[src/rtl/mtr_ovf_sched.sv]
// mtr_ovf_sched -- meter counter-overflow scheduler.
// Collects carry-out events from the TIME/PERF/EBOX/CACHE meter counters and
// the interval-timer done level. Each event is held as a pending service
// request. The block raises one meter interrupt to PI and freezes the
// selected source across the PI honor / microcode service handshake.
//
// Optional feature: define MTR_OVF_LOST_EN to add the sticky LOST[3:0] port.
// LOST[i] records a carry that arrived while PENDING[i] was already set, so
// that carry merged into the existing request.

module mtr_ovf_sched (
    input  logic       clk,
    input  logic       RESET,
    input  logic [3:0] CARRY,
    input  logic       INTERVAL_DONE,
    input  logic [2:0] PIA,
    input  logic       HONOR,
    input  logic       HOLD_SEL,
    input  logic       SERVICE_DONE,
    output logic       INTERRUPT_REQ,
    output logic       VECTOR_REQ,
    output logic [1:0] INCR_SEL,
    output logic [3:0] PENDING,
`ifdef MTR_OVF_LOST_EN
    output logic [3:0] LOST,
`endif
    output logic       BUSY
);

    typedef enum logic [1:0] {
        S_IDLE  = 2'd0,
        S_REQ   = 2'd1,
        S_GRANT = 2'd2
    } state_t;

    state_t     state;
    logic       any;
    logic       en;
    logic [1:0] win_sel;
    logic       win_vec;
    logic [3:0] clr;

    assign any = (|PENDING) | INTERVAL_DONE;
    assign en  = (PIA != 3'd0);

    // Fixed-priority winner: TIME, PERF, EBOX, CACHE, then the interval timer.
    always_comb begin
        // NOTE: every signal written in this block gets a default first.
        // A path that leaves a signal unassigned would infer a latch.
        win_sel = 2'd0;
        win_vec = 1'b0;
        if (PENDING[0])      win_sel = 2'd0;
        else if (PENDING[1]) win_sel = 2'd1;
        else if (PENDING[2]) win_sel = 2'd2;
        else if (PENDING[3]) win_sel = 2'd3;
        else if (INTERVAL_DONE) win_vec = 1'b1;
    end

    // Service completion clears the pending bit of the granted counter.
    // A vector (interval) grant clears nothing.
    always_comb begin
        clr = 4'b0000;
        if ((state == S_GRANT) && SERVICE_DONE && !VECTOR_REQ)
            clr[INCR_SEL] = 1'b1;
    end

    // Request/grant FSM with registered INTERRUPT_REQ and BUSY outputs.
    always_ff @(posedge clk or posedge RESET) begin
        // NOTE: sequential state uses non-blocking assignments only. Every
        // register here is small control state, so all of it takes the reset.
        if (RESET) begin
            state         <= S_IDLE;
            INTERRUPT_REQ <= 1'b0;
            BUSY          <= 1'b0;
        end else begin
            case (state)
                S_IDLE: begin
                    if (any && en) begin
                        state         <= S_REQ;
                        INTERRUPT_REQ <= 1'b1;
                    end
                end
                S_REQ: begin
                    if (!en || !any) begin
                        state         <= S_IDLE;
                        INTERRUPT_REQ <= 1'b0;
                    end else if (HONOR) begin
                        state         <= S_GRANT;
                        INTERRUPT_REQ <= 1'b0;
                        BUSY          <= 1'b1;
                    end
                end
                S_GRANT: begin
                    if (SERVICE_DONE) begin
                        state <= S_IDLE;
                        BUSY  <= 1'b0;
                    end
                end
                default: begin
                    state         <= S_IDLE;
                    INTERRUPT_REQ <= 1'b0;
                    BUSY          <= 1'b0;
                end
            endcase
        end
    end

    // Selection tracks the live winner outside GRANT. The HONOR edge is the
    // last update, which latches the grant. HOLD_SEL freezes the selection so
    // the EBOX diagnostic read sees a stable value.
    always_ff @(posedge clk or posedge RESET) begin
        if (RESET) begin
            INCR_SEL   <= 2'd0;
            VECTOR_REQ <= 1'b0;
        end else if (!HOLD_SEL && (state != S_GRANT)) begin
            INCR_SEL   <= win_sel;
            VECTOR_REQ <= win_vec;
        end
    end

    // Pending flags: a carry sets its bit and service clears it.
    // When both hit the same bit in one cycle, the carry wins.
    always_ff @(posedge clk or posedge RESET) begin
        if (RESET) PENDING <= 4'b0000;
        else       PENDING <= (PENDING & ~clr) | CARRY;
    end

`ifdef MTR_OVF_LOST_EN
    // Sticky lost-overflow flags. A carry that lands on an already-pending
    // bit is lost unless the same cycle also clears that bit.
    always_ff @(posedge clk or posedge RESET) begin
        if (RESET) LOST <= 4'b0000;
        else       LOST <= LOST | (CARRY & PENDING & ~clr);
    end
`endif

endmodule
[config.mk]
export PLATFORM = sky130hd
export DESIGN_NAME = mtr_ovf_sched
export DESIGN_NICKNAME = d
export VERILOG_FILES = /design/src/rtl/mtr_ovf_sched.sv
export SDC_FILE = /design/constraint.sdc
export NUM_CORES = 1
export LEC_CHECK = 0
export BUFFER_PORTS_ARGS = -buffer_cell sky130_fd_sc_hd__buf_2
export CAP_MARGIN = 30
export CELL_PAD_IN_SITES_DETAIL_PLACEMENT = 0
export CELL_PAD_IN_SITES_GLOBAL_PLACEMENT = 1
export CORE_MARGIN = 2
export CORE_UTILIZATION = 32
export CTS_CLUSTER_SIZE = 16
export DETAILED_ROUTE_END_ITERATION = 10
export PLACE_DENSITY_LB_ADDON = 0.1
export SKIP_CTS_REPAIR_TIMING = 1
export SYNTH_ARGS = -nofsm -noshare
export SYNTH_HDL_FRONTEND = slang
export SYNTH_SLANG_ARGS = --single-unit
[constraint.sdc]
create_clock -name clk -period 1.8 [get_ports clk]
set_input_delay 0.09 -clock clk [delete_from_list [all_inputs] [get_ports clk]]
set_output_delay 0.09 -clock clk [all_outputs]
set_load 0.005 [all_outputs]
==> results.md <==
Run status:
- The flow ran to the end, but the final reports show violations.
- The checks that failed: hold timing.

Timing:
- At the pin with the least slew margin, the transition time is 0.4479 ns.
- The final critical-path required period is 1.467 ns.
- The post-route fraction of the period consumed by the critical path is 81.52%.
- The count of pins over their slew limit is 0.
- The setup violation total in the final timing report is 0.
- The clock arrives with 0.007706 ns of skew.
- The number of hold violations in the final report is 3.
- The highest attainable clock frequency is 0.6815 GHz.
- The setup TNS after final layout is 0 ns.
- The tightest hold path in the finished design has a slack of -0.008684 ns.
- Setup repair after global routing left no endpoint under its margin.
- The tightest slew margin relative to the limit is 70.11%.
- The final setup slack of the worst path is 0.3326 ns.

Hold path:
- Counting instances, the worst hold path has a depth of 2.
- In this run the most critical hold path is launched from CARRY[2].
- The path with the worst hold slack has its endpoint at PENDING[2]$_DFF_PP0_.
- The class of the most critical hold timing path is input pin to register.

Worst setup path:
- STA classifies the critical path endpoint as a register.
- The number of cell instances on the worst register-to-register path is 3.
- Along the worst path, the maximum fanout reaches 5.
- The launch point of the worst reg-to-reg path is PENDING[2]$_DFF_PP0_.
- The data arrival time of the critical path is 1.62 ns.
- The kind of start point of the critical path is a register.
- The critical path is of the register to register type.
- For the worst setup path, the data required time is 1.96 ns.
- The most critical setup path has its startpoint at PENDING[2]$_DFF_PP0_.
- The worst register-to-register path has a setup slack of 0.33 ns.
- The endpoint of the worst-slack reg-to-reg timing path is BUSY$_DFFE_PP0P_.

Synth:
- The post-synthesis share of cell area spent on full adders, half adders and majority gates is 0%.
- Ranked by total cell area, the synthesized netlist is headed by dfrtp_1, a21o_1, o21ai_0.
- By area, the combinational part of the netlist is dominated by compound AO/OA/AOI/OAI gates.
- The number of different library cells used by synthesis comes to 24.
- The register bit total from synthesis is 11.
- The synthesized netlist devotes 0% of its cell area to XOR and XNOR gates.
- The top cell type's share of synthesized area is 54.05%.
- The fraction of the yosys area taken by sequential cells is 54.05%.
- The dominant cell type by area after synthesis is dfrtp_1.
- The post-synthesis share of cell area spent on and, or, nand and nor gates is 19.90%.
- Of all flip-flops after synthesis, the portion carrying an async set or reset was 100.0%.
- In this run the cell area of the synthesized design comes to 509.2 µm².
- The portion of synthesized area spent on multiplexers is 0%.
- The number of cells produced by synthesis is 46.
- The average instance in the mapped netlist occupies 11.07 µm².
- The synthesized netlist net count is 59.
- By count the netlist is led by dfrtp_1, a21o_1, o21ai_0.
- Among all cell types in the netlist, the one instantiated most often is dfrtp_1.
- The total number of yosys warnings is 0.
- The synthesized netlist devotes 23.83% of its cell area to compound gates.
- The most used flip-flop cell after synthesis is dfrtp_1.
- Yosys mapped a number of flops with a built-in enable equal to 0.

Clocking:
- TritonCTS built the clock tree.
- Clock latency on the worst-skew pair, taken at its later pin, is 0.28 ns.
- The cell sitting at the root of the clock tree is a clkbuf_4.
- The tree built by TritonCTS fans out to 11 sinks.
- In this run the number of H-tree levels came out at 1.
- Clock-pin slew was measured on the worst setup and hold paths at 0.08 ns.
- The buffer levels on the longest clock path is 2.
- Buffers inserted during clock tree synthesis total 3.

Die:
- The core area is 1506 µm².
- The floorplan has 14 rows.
- The number of top-level pins is 22.
- The die span in y is 43.89 µm.
- The die width is 43.89 µm.
- The die area is 1926 µm².
- For this configuration, the core starts out at a cell density of 33.80%.

Finish:
- The number of inserted diodes is 0.
- Once layout is done, the placed cells without fillers occupy 680.7 µm².
- The growth of design area from synthesis to finish is 33.66%.
- The net total in the final layout is 87.
- At the end of the flow the core is filled with cells to 45.18%.
- Fill cells in the final layout number 152.
- In the final layout, the share of cells above drive strength 1 is 38.36%.

Placed design:
- Once placement finished, the instance area stood at 634.4 µm².
- The setup slack at placement is 0.3301 ns.
- Port buffering added 21 buffers.
- At the end of routability-driven placement, the weighted congestion stood at 0.8659.

Detailed routing:
- The DRC violation total after the first TritonRoute iteration is 9.
- The detailed router placed 461 vias in this run.
- The count of nets left with antenna violations after detail routing is 0.
- The detailed-route wire length is 1149 µm.
- In the routed layout, each cell is associated on average with a via count of 5.180.
- The detailed-router iteration count before antenna repair is 4.
- The total DRC errors in the routed layout is 0.
- Dividing the detail-routed wire length by the instance count gives 12.91 µm.

Power and ir drop:
- The total power per unit cell area is 959.3 nW/µm².
- The peak supply drop is 0.6073 mV.
- The static leakage is 0.3054 nW.

Global route:
- The overall track demand over capacity in global routing is 13.57%.
- The initial antenna violation count is 0.
- The first-pass GRT wire length is 1856 µm.
- Entering global routing, the biggest net connects 12 pins.
- The aggregate global routing overflow is 0.
- The number of global-route vias before repair came to 417.

Job:
- The tool flagged a number of max-cap violations equal to 0.
## where the power goes
part           leakage (nW)  internal [mW]  switching, mW  total, mW
Sequential            0.124          0.288         0.0413      0.330
Clock                0.0150         0.0860         0.0923      0.178
Combinational         0.166         0.0772         0.0677      0.145
## critical path, stage by stage, from the launching register on
cell	delay, ns
dfrtp_1	0.43
or4_4	0.57
o211ai_2	0.22
o21ai_0	0.13
## how the worst max path moves through the flow
stage / endpoint / slack, ns
6_report: BUSY$_DFFE_PP0P_ / 0.33
5_1_grt: BUSY$_DFFE_PP0P_ / 0.27
4_1_cts: BUSY$_DFFE_PP0P_ / 0.32
3_5_place_dp: BUSY$_DFFE_PP0P_ / 0.33
3_3_place_gp: INTERRUPT_REQ$_DFFE_PP0P_ / 0.33
2_1_floorplan: state[1]$_DFFE_PP0P_ / 0.42
## kinds of logic after synthesis
group / Yosys count
buffers and inverters: 3
DFF: 11
AOI/OAI and AO/OA: 17
and+or+nand+nor: 15
## metrics by stage
stage / total power [mW] / cells
6_report: 0.6529 / 89
5_1_grt: 0.6973 / 89
4_1_cts: 0.6554 / 87
3_5_place_dp: 0.4764 / 83
3_3_place_gp: 0.4776 / 83
2_1_floorplan: 0.4114 / 46
## state kept, by name, indices dropped and copies added (netlist names)
name	count
PENDING	4
INCR_SEL	2
state	2
BUSY	1
INTERRUPT_REQ	1
VECTOR_REQ	1
## layout make-up
class                      instances  area, µm²  area share (%)
multi-input combinational         32      222.7           32.72
timing repair buffer              23      125.1           18.38
sequential                        11      275.3           40.44
tap                               16      20.02           2.941
inverter                           3      11.26           1.654
clock buffer                       4      26.28           3.860
## layout by cell type (no fill, tap or decap)
master          n
nand3_1         1
o211ai_1        2
nor3_1          1
o211ai_2        1
nand2_1         2
a21o_1          4
inv_1           3
a22o_1          1
dlygate4sd3_1   2
o21ai_0         4
nor2_1          1
or3_1           1
nor2b_1         1
a21oi_1         2
o41ai_1         1
nor3b_1         1
o32ai_1         1
clkbuf_1        1
or3b_1          1
dfrtp_1        11
clkbuf_4        3
buf_2          21
or4_4           1
nand3b_1        2
nand2b_1        1
o31ai_1         1
or2_2           1
and4bb_2        1
## per-layer routing
metal / share of wire (%) / track usage, % / vias up
li1: - / - / 231
met2: 39 / 17.94 / 18
met4: 2.6 / 9.091 / 0
met1: 53 / 19.79 / 209
met3: 5.7 / 2.500 / 3
met5: 0 / 0 / -
Power figures use the tool's default switching activity.
